===== src/rtl/jsilicon_pkg.sv =====
// Shared definitions for the JSilicon accumulator core:
// opcodes, FSM states and instruction field helpers.
package jsilicon_pkg;

    localparam logic [3:0] OP_NOP = 4'h0;
    localparam logic [3:0] OP_LDI = 4'h1;
    localparam logic [3:0] OP_ADD = 4'h2;
    localparam logic [3:0] OP_SUB = 4'h3;
    localparam logic [3:0] OP_AND = 4'h4;
    localparam logic [3:0] OP_OR  = 4'h5;
    localparam logic [3:0] OP_XOR = 4'h6;
    localparam logic [3:0] OP_SHL = 4'h7;
    localparam logic [3:0] OP_SHR = 4'h8;
    localparam logic [3:0] OP_OUT = 4'h9;
    localparam logic [3:0] OP_JMP = 4'hA;
    localparam logic [3:0] OP_JZ  = 4'hB;
    localparam logic [3:0] OP_HLT = 4'hF;

    // Widest instruction the slicing helpers accept.
    localparam int MAX_IW = 64;

    typedef enum logic [1:0] {
        HALT,
        FETCH,
        EXEC,
        OUT_WAIT
    } state_t;

    function automatic logic [3:0] f_op(
        logic [MAX_IW-1:0] ins, int rw, int dw);
        return ins[rw+dw +: 4];
    endfunction

    function automatic logic [31:0] f_rd(
        logic [MAX_IW-1:0] ins, int rw, int dw);
        logic [31:0] m;
        m = (32'd1 << rw) - 32'd1;
        return 32'(ins >> dw) & m;
    endfunction

    function automatic logic [MAX_IW-1:0] f_field(
        logic [MAX_IW-1:0] ins, int dw);
        logic [MAX_IW-1:0] m;
        m = (64'd1 << dw) - 64'd1;
        return ins & m;
    endfunction

endpackage


===== src/rtl/jsilicon_if.sv =====
// Result port towards the UART transmitter:
// valid/ready handshake carrying one data word.
interface jsilicon_if #(
    parameter int DATA_W = 8
);
    logic              out_valid;
    logic [DATA_W-1:0] out_data;
    logic              out_ready;

    modport master (
        output out_valid,
        output out_data,
        input  out_ready
    );

    modport slave (
        input  out_valid,
        input  out_data,
        output out_ready
    );
endinterface


===== src/rtl/jsilicon_alu.sv =====
// Combinational ALU for opcodes ADD..SHR; other opcodes
// produce zero result and no carry.
module jsilicon_alu
    import jsilicon_pkg::*;
#(
    parameter int DATA_W = 8
) (
    input  logic [3:0]        op,
    input  logic [DATA_W-1:0] a,
    input  logic [DATA_W-1:0] b,
    output logic [DATA_W-1:0] result,
    output logic              carry,
    output logic              zero
);
    logic [DATA_W:0] wide;

    always_comb begin
        wide   = '0;
        result = '0;
        carry  = 1'b0;
        case (op)
            OP_ADD: begin
                wide   = {1'b0, a} + {1'b0, b};
                result = wide[DATA_W-1:0];
                carry  = wide[DATA_W];
            end
            // Top bit of the extended difference is the borrow.
            OP_SUB: begin
                wide   = {1'b0, a} - {1'b0, b};
                result = wide[DATA_W-1:0];
                carry  = wide[DATA_W];
            end
            OP_AND: result = a & b;
            OP_OR:  result = a | b;
            OP_XOR: result = a ^ b;
            OP_SHL: begin
                result = {a[DATA_W-2:0], 1'b0};
                carry  = a[DATA_W-1];
            end
            OP_SHR: begin
                result = {1'b0, a[DATA_W-1:1]};
                carry  = a[0];
            end
            default: ;
        endcase
        zero = (result == '0);
    end
endmodule


===== src/rtl/jsilicon_cpu.sv =====
// Multi-cycle accumulator CPU with loadable program memory,
// branches, halt/single-step and a valid/ready result port.
module jsilicon_cpu
    import jsilicon_pkg::*;
#(
    parameter  int DATA_W     = 8,
    parameter  int NREGS      = 4,
    parameter  int PROG_DEPTH = 16,
    localparam int RW         = $clog2(NREGS),
    localparam int AW         = $clog2(PROG_DEPTH),
    localparam int INSTR_W    = 4 + RW + DATA_W
) (
    input  logic               clock,
    input  logic               reset,
    input  logic               ena,
    input  logic               start,
    input  logic               step_mode,
    input  logic               load_en,
    input  logic [AW-1:0]      load_addr,
    input  logic [INSTR_W-1:0] load_data,
    jsilicon_if.master         res,
    output logic               halted,
    output logic [AW-1:0]      pc,
    output logic               zero_flag,
    output logic               carry_flag,
    input  logic [RW-1:0]      dbg_sel,
    output logic [DATA_W-1:0]  dbg_data
);
    state_t             state;
    logic [INSTR_W-1:0] ir;
    logic [INSTR_W-1:0] mem  [PROG_DEPTH];
    logic [DATA_W-1:0]  regs [NREGS];

    logic [3:0]        op;
    logic [RW-1:0]     rd;
    logic [RW-1:0]     rs;
    logic [DATA_W-1:0] field;
    logic [AW-1:0]     tgt;
    logic [AW-1:0]     pc_inc;
    logic [DATA_W-1:0] alu_res;
    logic              alu_carry;
    logic              alu_zero;

    assign op     = f_op(MAX_IW'(ir), RW, DATA_W);
    assign rd     = RW'(f_rd(MAX_IW'(ir), RW, DATA_W));
    assign field  = DATA_W'(f_field(MAX_IW'(ir), DATA_W));
    assign rs     = field[RW-1:0];
    assign tgt    = field[AW-1:0];
    assign pc_inc = pc + AW'(1);

    assign dbg_data = regs[dbg_sel];

    jsilicon_alu #(.DATA_W(DATA_W)) u_alu (
        .op     (op),
        .a      (regs[rd]),
        .b      (regs[rs]),
        .result (alu_res),
        .carry  (alu_carry),
        .zero   (alu_zero)
    );

    // Memory is deliberately left out of reset.
    always_ff @(posedge clock) begin
        if (!reset && ena && state == HALT && load_en)
            mem[load_addr] <= load_data;
    end

    always_ff @(posedge clock) begin
        if (reset) begin
            state         <= HALT;
            halted        <= 1'b1;
            pc            <= '0;
            ir            <= '0;
            zero_flag     <= 1'b0;
            carry_flag    <= 1'b0;
            res.out_valid <= 1'b0;
            res.out_data  <= '0;
            for (int i = 0; i < NREGS; i++)
                regs[i] <= '0;
        end else if (ena) begin
            unique case (state)
                HALT: begin
                    if (start) begin
                        state  <= FETCH;
                        halted <= 1'b0;
                    end
                end
                FETCH: begin
                    ir    <= mem[pc];
                    state <= EXEC;
                end
                EXEC: begin
                    pc     <= pc_inc;
                    state  <= step_mode ? HALT : FETCH;
                    halted <= step_mode;
                    case (op)
                        OP_LDI: regs[rd] <= field;
                        OP_ADD, OP_SUB, OP_AND, OP_OR,
                        OP_XOR, OP_SHL, OP_SHR: begin
                            regs[rd]   <= alu_res;
                            zero_flag  <= alu_zero;
                            carry_flag <= alu_carry;
                        end
                        // pc advances only once the word is taken.
                        OP_OUT: begin
                            pc            <= pc;
                            res.out_valid <= 1'b1;
                            res.out_data  <= regs[rd];
                            state         <= OUT_WAIT;
                            halted        <= 1'b0;
                        end
                        OP_JMP: pc <= tgt;
                        OP_JZ: begin
                            if (regs[rd] == '0)
                                pc <= tgt;
                        end
                        OP_HLT: begin
                            state  <= HALT;
                            halted <= 1'b1;
                        end
                        default: ;
                    endcase
                end
                OUT_WAIT: begin
                    if (res.out_ready) begin
                        res.out_valid <= 1'b0;
                        pc            <= pc_inc;
                        state         <= step_mode ? HALT : FETCH;
                        halted        <= step_mode;
                    end
                end
            endcase
        end
    end
endmodule


===== src/flat_wrapper.sv =====
// flat-port wrapper written by rule: the top's interface ports become plain ports
module jsilicon_cpu_flat import jsilicon_pkg::*;
#(
    parameter  int DATA_W     = 8,
    parameter  int NREGS      = 4,
    parameter  int PROG_DEPTH = 16,
    localparam int RW         = $clog2(NREGS),
    localparam int AW         = $clog2(PROG_DEPTH),
    localparam int INSTR_W    = 4 + RW + DATA_W
)
  (clock, reset, ena, start, step_mode, load_en, load_addr, load_data, halted, pc, zero_flag, carry_flag, dbg_sel, dbg_data, res_out_valid, res_out_data, res_out_ready);
  jsilicon_if #(.DATA_W(DATA_W)) res_i ();
  input  logic clock;
  input  logic reset;
  input  logic ena;
  input  logic start;
  input  logic step_mode;
  input  logic load_en;
  input  logic [AW-1:0] load_addr;
  input  logic [INSTR_W-1:0] load_data;
  output logic halted;
  output logic [AW-1:0] pc;
  output logic zero_flag;
  output logic carry_flag;
  input  logic [RW-1:0] dbg_sel;
  output logic [DATA_W-1:0] dbg_data;
  output wire logic [$bits(res_i.out_valid)-1:0] res_out_valid;
  output wire logic [$bits(res_i.out_data)-1:0] res_out_data;
  input wire logic [$bits(res_i.out_ready)-1:0] res_out_ready;
  assign res_out_valid = res_i.out_valid;
  assign res_out_data = res_i.out_data;
  assign res_i.out_ready = res_out_ready;
  jsilicon_cpu #(.DATA_W(DATA_W), .NREGS(NREGS), .PROG_DEPTH(PROG_DEPTH)) u_core (.clock(clock), .reset(reset), .ena(ena), .start(start), .step_mode(step_mode), .load_en(load_en), .load_addr(load_addr), .load_data(load_data), .res(res_i), .halted(halted), .pc(pc), .zero_flag(zero_flag), .carry_flag(carry_flag), .dbg_sel(dbg_sel), .dbg_data(dbg_data));
endmodule

===== config.mk =====
export PLATFORM = sky130hd
export DESIGN_NAME = jsilicon_cpu_flat
export DESIGN_NICKNAME = d
export VERILOG_FILES = /design/src/rtl/jsilicon_pkg.sv /design/src/rtl/jsilicon_if.sv /design/src/rtl/jsilicon_alu.sv /design/src/rtl/jsilicon_cpu.sv /design/src/flat_wrapper.sv
export SDC_FILE = /design/constraint.sdc
export NUM_CORES = 1
export LEC_CHECK = 0
export CAP_MARGIN = 20
export CELL_PAD_IN_SITES_DETAIL_PLACEMENT = 1
export CELL_PAD_IN_SITES_GLOBAL_PLACEMENT = 1
export CORE_MARGIN = 2
export CORE_UTILIZATION = 55
export CTS_BUF_LIST = sky130_fd_sc_hd__clkbuf_8 sky130_fd_sc_hd__clkbuf_16
export CTS_CLUSTER_DIAMETER = 60
export DETAILED_ROUTE_END_ITERATION = 8
export PLACE_DENSITY_LB_ADDON = 0.15
export SYNTH_ARGS = -nofsm -noshare
export SYNTH_HDL_FRONTEND = slang
export SYNTH_SLANG_ARGS = --single-unit

===== constraint.sdc =====
create_clock -name clock -period 8.05 [get_ports clock]
set_clock_uncertainty 0.2 [all_clocks]
set_input_delay 0.805 -clock clock [delete_from_list [all_inputs] [get_ports clock]]
set_output_delay 0.805 -clock clock [all_outputs]
set_load 0.02 [all_outputs]

==> results.py, run 1 <==
metrics = {
    "drt": {
        "drt_iter0_markers": 611,
        "ant_nets": 0,
        "dr.pass1.iters": 5,
        "wl_um": 33300,
        "wire_per_inst_um": 27.3,
        "post-route-drc-count": 0,
        "viasPerCell": 6.34,
        "num_vias": 7729,
    },
    "die": {
        "initial_core_util": 0.558,
        "die_area_mm2": 0.0249,
        "die_h_um": 158,
        "row_count": 56,
        "core-area_mm2": 0.0233,
        "ioPinCount": 51,
        "die_width_um": 158,
    },
    "cts": {
        "htreeDepth": 1,
        "cts_made_buffers": 30,
        "postCtsResizedCells": 0,
        "tritoncts": "done",
        "clk_pin_slew_ns": 0.06,
        "cts_hold_buffers": 0,
        "cts_num_sinks": 288,
        "cts_buffer_depth": 3,
        "cts_root_buffer": "clkbuf_16",
        "postCtsSetupRepairBufs": 0,
        "clk_latency_ns": 0.55,
    },
    "critical_path": {
        "path_class": "reg2reg",
        "worstSetupStartpointType": "register",
        "reg2reg_from": "u_core.ir[8]$_SDFFE_PP0P_",
        "rrSetupSlack_ns": 3.46,
        "cp.arrival_ns": 4.84,
        "cp_data_required_time_ns": 8.30,
        "endpoint_kind": "register",
        "rr_worst_depth": 11,
        "setup.worst_path.start": "u_core.ir[8]$_SDFFE_PP0P_",
        "r2r_end": "u_core.zero_flag$_SDFFE_PP0P_",
        "cp_max_fo": 13,
    },
    "synthesis": {
        "yosys.area.top_type_share": 0.590,
        "synth_nets": 880,
        "yosys_register_bits": 288,
        "synthCells": 825,
        "yosys_warnings": 0,
        "synth.yosys.seq_area_share": 0.639,
        "synth_async_sr_flop_share": 0,
        "synth_top_area_cell": "edfxtp_1",
        "ys_types": 66,
        "synthesis.area_mm2": 0.0130,
        "synthFlopType": "edfxtp_1",
        "synth.area.top_cells": "edfxtp_1 59%, mux4_2 16%, dfxtp_1 4.9%",
        "ys_top_cells_by_count": "256 x edfxtp_1, 94 x mux4_2, 70 x nor2_1",
        "synth-edff-count": 256,
        "yosys.cell_count.top_type": "edfxtp_1",
        "synth_area_per_cell_um2": 15.8,
    },
    "final_layout": {
        "drive_above_1_share": 0.195,
        "syn_to_final_growth_pct": 14.6,
        "diodes": 0,
        "finalNetCount": 935,
    },
    "sta": {
        "hold_violations": 0,
        "min_period_over_period": 0.571,
        "tightestPinTransition_ns": 1.07,
        "maxSlewViolCount": 0,
        "slew-limit-headroom": 0.269,
        "rsz0062_at_grt": "false",
        "timing.fmax_mhz": 218,
        "min_period_ns": 4.59,
        "setup_violations": 0,
        "tns_ns": 0,
    },
    "power_and_ir_drop": {
        "finalPower_mw": 3.20,
        "p_per_area_mw_per_mm2": 214,
        "ir_drop_uv": 242,
        "p_leak_nw": 4.85,
    },
    "global_routing": {
        "grt_pass1_wl_um": 50600,
        "overflow": 0,
        "grt_pass1_vias": 8348,
        "track_usage": 0.278,
        "antenna_found_initial": 0,
        "grt_max_degree": 61,
    },
    "run": {
        "drv_cap": 0,
    },
    "place": {
        "place_hpwl_um": 22600,
        "io_buffers": 50,
        "globalplace.congestion": 0.952,
    },
    "outcome": {
        "outcome": "complete, no violations",
    },
    "hold_path": {
        "holdPathEnd": "u_core.ir[7]$_SDFFE_PP0P_",
        "min_path_cells": 2,
        "hold_path_class": "reg2reg",
        "holdCritStartpoint": "u_core.ir[7]$_SDFFE_PP0P_",
    },
}
-- cells by family after synthesis --
kind of cell / synth area share
AOI/OAI and AO/OA: 0.0533
xor gates and xnor gates: 0.00336
adders and majority gates: 0.0280
buffers and inverters: 0.0252
DFF: 0.639
muxes: 0.175
and+or+nand+nor: 0.0757
-- cell usage in the layout, fill, tap and decap left out, types with 4 or more instances in the layout --
cell type | Yosys | layout
nand2_1 | 63 | 63
or3_1 | 4 | 4
mux4_2 | 94 | 94
buf_4 | 0 | 21
dfxtp_1 | 32 | 30
a221oi_1 | 5 | 5
o22a_1 | 5 | 5
nor2_1 | 70 | 70
inv_1 | 35 | 41
nand2b_1 | 13 | 13
a21o_1 | 6 | 6
clkinv_1 | 0 | 4
and3_1 | 4 | 4
o21ai_0 | 15 | 15
nor3_1 | 13 | 9
mux2i_1 | 15 | 15
nand3_1 | 11 | 11
nor2b_1 | 7 | 7
clkdlybuf4s50_1 | 0 | 50
bufinv_16 | 0 | 4
clkbuf_16 | 0 | 31
clkinv_2 | 0 | 5
ha_1 | 26 | 26
edfxtp_1 | 256 | 256
a21oi_1 | 30 | 30
a211oi_1 | 4 | 4
a22oi_1 | 9 | 9
-- worst max-delay path by stage --
stage | endpoint | cells past startpoint
floorplan | u_core.regs[0][6]$_SDFFCE_PN0P_ | 11
global placement | u_core.zero_flag$_SDFFE_PP0P_ | 11
global route | u_core.zero_flag$_SDFFE_PP0P_ | 11
finish | u_core.zero_flag$_SDFFE_PP0P_ | 11
detailed placement | u_core.zero_flag$_SDFFE_PP0P_ | 11
CTS | u_core.zero_flag$_SDFFE_PP0P_ | 11
-- area by class of cell --
type | instances | area (um^2)
Sequential cell | 288 | 8330
Inverter | 35 | 131
Clock buffer | 31 | 776
Tap cell | 319 | 399
Clock inverter | 22 | 206
Timing Repair Buffer | 73 | 678
Fill cell | 2030 | 8400
Multi-Input combinational cell | 452 | 4400
-- stage by stage --
stage	hold slack [ns]	std cells	utilization	setup slack [ns]	cell area [um^2]
final	0.272	1220	0.640	3.46	14900
after global routing	0.300	1220	0.640	3.26	14900
after CTS	0.275	1218	0.639	3.45	14900
after detailed placement	0.267	1165	0.597	3.48	13900
after global placement	0.257	1165	0.597	3.71	13900
after floorplan	0.236	825	-	4.44	13000
-- critical path: stages (launching register included) --
cell	delay, ns
dfxtp_1	0.82
mux4_2	0.71
inv_1	0.12
ha_1	0.19
inv_1	0.06
fa_1	0.42
xor2_1	0.14
o22ai_1	0.09
a2111oi_0	0.94
nand3_1	0.14
or4_1	0.45
o31ai_1	0.20
-- power breakdown --
part | total (mW) | internal, mW | switching (mW) | leakage [nW]
combinational | 0.179 | 0.0723 | 0.107 | 1.75
sequential | 1.65 | 1.64 | 0.0141 | 2.61
clock | 1.37 | 0.820 | 0.547 | 0.501
total | 3.20 | 2.53 | 0.668 | 4.85
-- routing by layer --
layer  GRT usage  vias up  part of all wire  routed length, um
met2       0.490      263              0.52              17400
met1       0.351     4042              0.39              13100
li1            -     3327                 -                  -
met5           0        -                 0                  0
met3      0.0389       97             0.045               1480
met4       0.106        0             0.040               1330
-- registers in the layout, summed over array words and instances, names as in the netlist --
| signal | count |
|---|---|
| u_core.carry_flag | 1 |
| u_core.halted | 1 |
| u_core.ir | 14 |
| u_core.mem | 224 |
| u_core.pc | 4 |
| u_core.regs | 32 |
| u_core.res.out_data | 8 |
| u_core.res.out_valid | 1 |
| u_core.state | 2 |
| u_core.zero_flag | 1 |
(Power assumes the default switching activity.)
==> run 2, diff against run 1 <==
--- a/config.mk
+++ b/config.mk
@@ -9,7 +9,7 @@
 export CELL_PAD_IN_SITES_DETAIL_PLACEMENT = 1
 export CELL_PAD_IN_SITES_GLOBAL_PLACEMENT = 1
 export CORE_MARGIN = 2
-export CORE_UTILIZATION = 55
+export CORE_UTILIZATION = 52
 export CTS_BUF_LIST = sky130_fd_sc_hd__clkbuf_8 sky130_fd_sc_hd__clkbuf_16
 export CTS_CLUSTER_DIAMETER = 60
 export DETAILED_ROUTE_END_ITERATION = 8
==> constraint.sdc (replaced) <==
create_clock -name clock -period 4.25 [get_ports clock]
set_clock_uncertainty 0.2 [all_clocks]
set_input_delay 0.425 -clock clock [delete_from_list [all_inputs] [get_ports clock]]
set_output_delay 0.425 -clock clock [all_outputs]
set_load 0.02 [all_outputs]
==> run 2 against run 1 <==
Effect of this change:
- critical endpoint is now u_core.regs[1][6]$_SDFFCE_PN0P_
- largest power group unchanged
- power grew 84%
- clock power grew 77%
- hold slack gained 0.021 ns
- first-iteration DRC count shrank 6.9%
==> results.py, run 2 (synthesized netlist as in run 1, its figures left out) <==
metrics = {
    "place": {
        "place_hpwl_um": 23400,
        "dpl_cell_area_mm2": 0.0141,
        "pre_cts_slack_ns": 0.358,
        "dpl.cell_count": 1189,
        "globalplace.congestion": 0.836,
        "io_buffers": 50,
    },
    "power_and_ir_drop": {
        "p_seq_frac": 0.532,
        "switching_power_mw": 1.30,
        "p_leak_nw": 4.91,
        "finalPower_mw": 5.89,
        "ir_drop_uv": 460,
        "netSwitchingFraction": 0.221,
        "p_int_mw": 4.59,
        "p_per_area_mw_per_mm2": 393,
        "comb_power_share": 0.057,
        "pwr-share-clk": 0.411,
    },
    "final_layout": {
        "fin_area_mm2": 0.0150,
        "reg_top3": "u_core.mem: 224 flops, u_core.regs: 32 flops, u_core.ir: 14 flops",
        "largest_register": "u_core.mem",
        "drive_above_1_share": 0.209,
        "fin_cells": 1242,
        "diodes": 0,
        "syn_to_final_growth_pct": 15.1,
        "mostFrequentLayoutCells": "256 x edfxtp_1, 94 x mux4_2, 70 x nor2_1, 63 x nand2_1, 50 x clkdlybuf4s50_1",
        "nFillCells": 2246,
        "layout_commonest_cell": "edfxtp_1",
        "largest_reg_flops": 224,
        "finalNetCount": 952,
    },
    "drt": {
        "wl_um": 34200,
        "dr_wl_met2_um": 17900,
        "num_vias": 7744,
        "ant_nets": 0,
        "viasPerCell": 6.24,
        "dr.pass1.iters": 5,
        "wire_per_inst_um": 27.5,
        "dr_wl_met3_um": 1740,
        "routed.top_layer": "met4",
        "post-route-drc-count": 0,
        "m1WireLength_um": 13200,
        "drt_iter0_markers": 569,
    },
    "cts": {
        "postCtsResizedCells": 0,
        "htreeDepth": 1,
        "cts_hold_buffers": 0,
        "cts_root_buffer": "clkbuf_16",
        "clk_latency_ns": 0.58,
        "clk_pin_slew_ns": 0.06,
        "cts_buffer_depth": 3,
        "tritoncts": "done",
        "postCtsSetupRepairBufs": 0,
        "cts_made_buffers": 30,
        "cts_num_sinks": 288,
    },
    "sta": {
        "rsz0062_at_grt": "false",
        "maxSlewViolCount": 0,
        "slew-limit-headroom": 0.272,
        "min_period_over_period": 0.935,
        "tightestPinTransition_ns": 1.09,
        "hold_violations": 0,
        "setup_ws_ns": 0.278,
        "tns_ns": 0,
        "min_period_ns": 3.97,
        "timing.fmax_mhz": 252,
        "setup_violations": 0,
    },
    "die": {
        "die_h_um": 162,
        "row_count": 57,
        "initial_core_util": 0.533,
        "die_width_um": 162,
        "core-area_mm2": 0.0245,
        "die_area_mm2": 0.0263,
        "ioPinCount": 51,
    },
    "global_routing": {
        "track_usage": 0.271,
        "grt_pass1_vias": 8523,
        "grt_pass1_wl_um": 52500,
        "grt_max_degree": 37,
        "overflow": 0,
        "antenna_found_initial": 0,
    },
    "critical_path": {
        "path_class": "reg2reg",
        "rrSetupSlack_ns": 0.28,
        "cp_data_required_time_ns": 4.32,
        "worstSetupStartpointType": "register",
        "cp_max_fo": 10,
        "cp.arrival_ns": 4.04,
        "endpoint_kind": "register",
    },
    "run": {
        "drv_cap": 0,
    },
    "outcome": {
        "outcome": "complete, no violations",
    },
    "hold_path": {
        "hold_path_class": "reg2reg",
    },
}
==> run 2: worst paths after layout <==
kind | to | start | cells past startpoint
setup / recovery | u_core.regs[1][6]$_SDFFCE_PN0P_ | u_core.ir[8]$_SDFFE_PP0P_ | 10
hold / removal | u_core.ir[4]$_SDFFE_PP0P_ | u_core.ir[4]$_SDFFE_PP0P_ | 2
setup reg to reg | u_core.regs[1][6]$_SDFFCE_PN0P_ | u_core.ir[8]$_SDFFE_PP0P_ | 10
hold reg to reg | u_core.ir[4]$_SDFFE_PP0P_ | u_core.ir[4]$_SDFFE_PP0P_ | 2
==> run 2: stage by stage <==
step / hold WS [ns] / utilization
2_1_floorplan: 0.236 / -
3_3_place_gp: 0.272 / 0.575
3_5_place_dp: 0.284 / 0.575
4_1_cts: 0.289 / 0.613
5_1_grt: 0.312 / 0.613
6_report: 0.293 / 0.613
==> run 2: layout make-up <==
| class | instances | area, um^2 | area share |
|---|---|---|---|
| clock buffers | 30 | 751 | 0.0501 |
| clock inverters | 23 | 164 | 0.0109 |
| inverters | 35 | 131 | 0.00876 |
| multi-input cells | 452 | 4390 | 0.293 |
| flip-flops and latches | 288 | 8330 | 0.556 |
| well taps | 324 | 405 | 0.0270 |
| repair buffers | 90 | 813 | 0.0543 |
==> run 2: power groups by stage <==
stage	Clock, mW	Combinational, mW	Sequential [mW]
floorplan	0	0.206	3.17
global placement	0	0.323	3.19
detailed placement	0	0.334	3.19
CTS	2.47	0.336	3.13
global route	2.55	0.365	3.13
finish	2.42	0.336	3.13
==> run 2: worst max-delay path: stages, from the launching register on <==
cell,delay [ns]
dfxtp_1,0.50
buf_4,0.25
mux4_2,0.66
inv_1,0.11
ha_1,0.36
or3_1,0.36
o221ai_1,0.26
xnor2_1,0.11
a211o_1,0.31
a22oi_1,0.42
nor2_1,0.15
==> run 2: per-layer routing <==
layer  vias to the layer above  GRT usage
li1                       3355          -
met1                      4041      0.340
met2                       264      0.477
met3                        84     0.0429
met4                         0      0.103
met5                         -          0
==> run 3, diff against run 2 <==
--- a/config.mk
+++ b/config.mk
@@ -9,7 +9,7 @@
 export CELL_PAD_IN_SITES_DETAIL_PLACEMENT = 1
 export CELL_PAD_IN_SITES_GLOBAL_PLACEMENT = 1
 export CORE_MARGIN = 2
-export CORE_UTILIZATION = 52
+export CORE_UTILIZATION = 40
 export CTS_BUF_LIST = sky130_fd_sc_hd__clkbuf_8 sky130_fd_sc_hd__clkbuf_16
 export CTS_CLUSTER_DIAMETER = 60
 export DETAILED_ROUTE_END_ITERATION = 8
==> run 3 against run 2 <==
Effect of this change:
- critical path depth up 1
- flip-flop and latch count unchanged
- setup slack gained 0.022 ns
- fmax is 0.57% higher
- wire length rose by 1.6%
- first-iteration DRC count rose by 14%
- via count shrank 0.40%
- utilization is 14 points lower
- final area grew 2.2%
- largest cell class unchanged
- count of clock-buffer cells in the layout grew 5
- largest power group unchanged
- sequential power barely moved
==> results.py, run 3 (synthesized netlist as in run 1, its figures left out) <==
metrics = {
    "outcome": {
        "outcome": "complete, no violations",
    },
    "sta": {
        "slew-limit-headroom": 0.386,
        "hold_violations": 0,
        "min_period_over_period": 0.929,
        "tns_ns": 0,
        "setup_violations": 0,
        "maxSlewViolCount": 0,
        "timing.fmax_mhz": 253,
        "tightestPinTransition_ns": 0.920,
        "setup_ws_ns": 0.300,
        "min_period_ns": 3.95,
        "rsz0062_at_grt": "false",
    },
    "drt": {
        "drt_iter0_markers": 651,
        "dr.pass1.iters": 4,
        "post-route-drc-count": 0,
        "ant_nets": 0,
        "wl_um": 34800,
        "viasPerCell": 5.65,
        "num_vias": 7713,
        "wire_per_inst_um": 25.4,
    },
    "cts": {
        "cts_hold_buffers": 0,
        "tritoncts": "done",
        "htreeDepth": 2,
        "postCtsResizedCells": 0,
        "clk_latency_ns": 0.52,
        "cts_buffer_depth": 3,
        "clk_pin_slew_ns": 0.06,
        "postCtsSetupRepairBufs": 0,
        "cts_made_buffers": 35,
        "cts_root_buffer": "clkbuf_16",
        "cts_num_sinks": 288,
    },
    "place": {
        "io_buffers": 50,
        "pre_cts_slack_ns": 0.347,
        "globalplace.congestion": 0.849,
        "place_hpwl_um": 22700,
    },
    "global_routing": {
        "grt_pass1_vias": 8061,
        "track_usage": 0.212,
        "grt_pass1_wl_um": 52600,
        "grt_max_degree": 39,
        "overflow": 0,
        "antenna_found_initial": 2,
    },
    "final_layout": {
        "syn_to_final_growth_pct": 17.6,
        "largest_register": "u_core.mem",
        "multiInputGateArea_mm2": 0.00439,
        "drive_above_1_share": 0.216,
        "regArea_mm2": 0.00833,
        "mostFrequentLayoutCells": "256 x edfxtp_1, 94 x mux4_2, 70 x nor2_1, 63 x nand2_1, 50 x clkdlybuf4s50_1",
        "largest_reg_flops": 224,
        "final_core_util": 0.474,
        "reg_top3": "u_core.mem: 224 flops, u_core.regs: 32 flops, u_core.ir: 14 flops",
        "finalNetCount": 953,
        "layout_commonest_cell": "edfxtp_1",
        "diodes": 0,
        "nFillCells": 3123,
    },
    "run": {
        "drv_cap": 0,
    },
    "critical_path": {
        "cp_slowest_cell": "dfxtp_1",
        "cp_slowest_stage_delay_ns": 0.65,
        "path_class": "reg2reg",
        "cp_top_family": "compound AO/OA/AOI/OAI gates",
        "crit_chain": "buf_4 -> mux4_2 -> inv_1 -> ha_1 -> nor2b_1 -> o2111ai_1 -> a21oi_1 -> nor3_1 -> a211o_1 -> a22oi_1 -> nor2_1",
        "cp_data_required_time_ns": 4.29,
        "cp.buffers_inverters": 2,
        "cp_max_fo": 10,
        "worstSetupStartpointType": "register",
        "endpoint_kind": "register",
        "cp.arrival_ns": 3.99,
    },
    "power_and_ir_drop": {
        "p_leak_nw": 4.97,
        "p_per_area_mw_per_mm2": 410,
        "ir_drop_uv": 306,
    },
    "die": {
        "core-area_mm2": 0.0323,
        "die_area_mm2": 0.0340,
        "ioPinCount": 51,
        "die_h_um": 184,
        "row_count": 66,
        "die_width_um": 184,
        "initial_core_util": 0.403,
    },
    "hold_path": {
        "hold_path_class": "reg2reg",
    },
}
run 3: cell types whose count changed in the layout (fill, tap and decap cells not counted), sizes merged:
cell / delta
clkinvlp: +2
inv: +2
clkbuf: +5
clkinv: +1
buf: -4
run 3: path summary, 6_finish.rpt:
check	start	endpoint	slack [ns]	depth (start not counted)
max	u_core.ir[0]$_SDFFE_PP0P_	u_core.regs[0][6]$_SDFFCE_PN0P_	0.30	11
min	u_core.ir[7]$_SDFFE_PP0P_	u_core.ir[7]$_SDFFE_PP0P_	0.27	2
max reg2reg	u_core.ir[0]$_SDFFE_PP0P_	u_core.regs[0][6]$_SDFFCE_PN0P_	0.30	11
min reg2reg	u_core.ir[7]$_SDFFE_PP0P_	u_core.ir[7]$_SDFFE_PP0P_	0.27	2
run 3: layout make-up:
| cell class | count | share of cell area |
|---|---|---|
| sequential | 288 | 0.544 |
| multi-input combinational | 452 | 0.287 |
| clock buffer | 35 | 0.0572 |
| timing repair buffer | 86 | 0.0519 |
| tap | 442 | 0.0361 |
| clock inverter | 28 | 0.0155 |
| inverter | 35 | 0.00858 |
run 3: routing by layer:
metal  wire length, um  share of wire  global-route usage  vias up
met5                 0              0                   0        -
met4               468          0.013              0.0432        0
met3              1560          0.045              0.0249       36
met2             16000           0.46               0.324      193
met1             16700           0.48               0.329     4108
li1                  -              -                   -     3376
run 3: through the flow:
stage | std cells | area, um^2 | hold WS (ns) | total power, mW
3_3_place_gp | 1303 | 14200 | 0.256 | 3.52
2_1_floorplan | 825 | 13000 | 0.236 | 3.38
6_report | 1366 | 15300 | 0.265 | 6.29
3_5_place_dp | 1303 | 14200 | 0.260 | 3.53
4_1_cts | 1366 | 15300 | 0.269 | 6.35
5_1_grt | 1366 | 15300 | 0.298 | 6.50
run 3: worst register-to-register path, stage by stage (launching register included):
cell,delay [ns]
dfxtp_1,0.65
buf_4,0.22
mux4_2,0.51
inv_1,0.11
ha_1,0.30
nor2b_1,0.26
o2111ai_1,0.18
a21oi_1,0.25
nor3_1,0.07
a211o_1,0.30
a22oi_1,0.51
nor2_1,0.11
run 3: where the power goes:
group / internal [mW] / leakage, nW / switching, mW / total, mW
clock: 1.61 / 0.546 / 1.21 / 2.82
combinational: 0.141 / 1.81 / 0.197 / 0.338
sequential: 3.10 / 2.61 / 0.0282 / 3.13
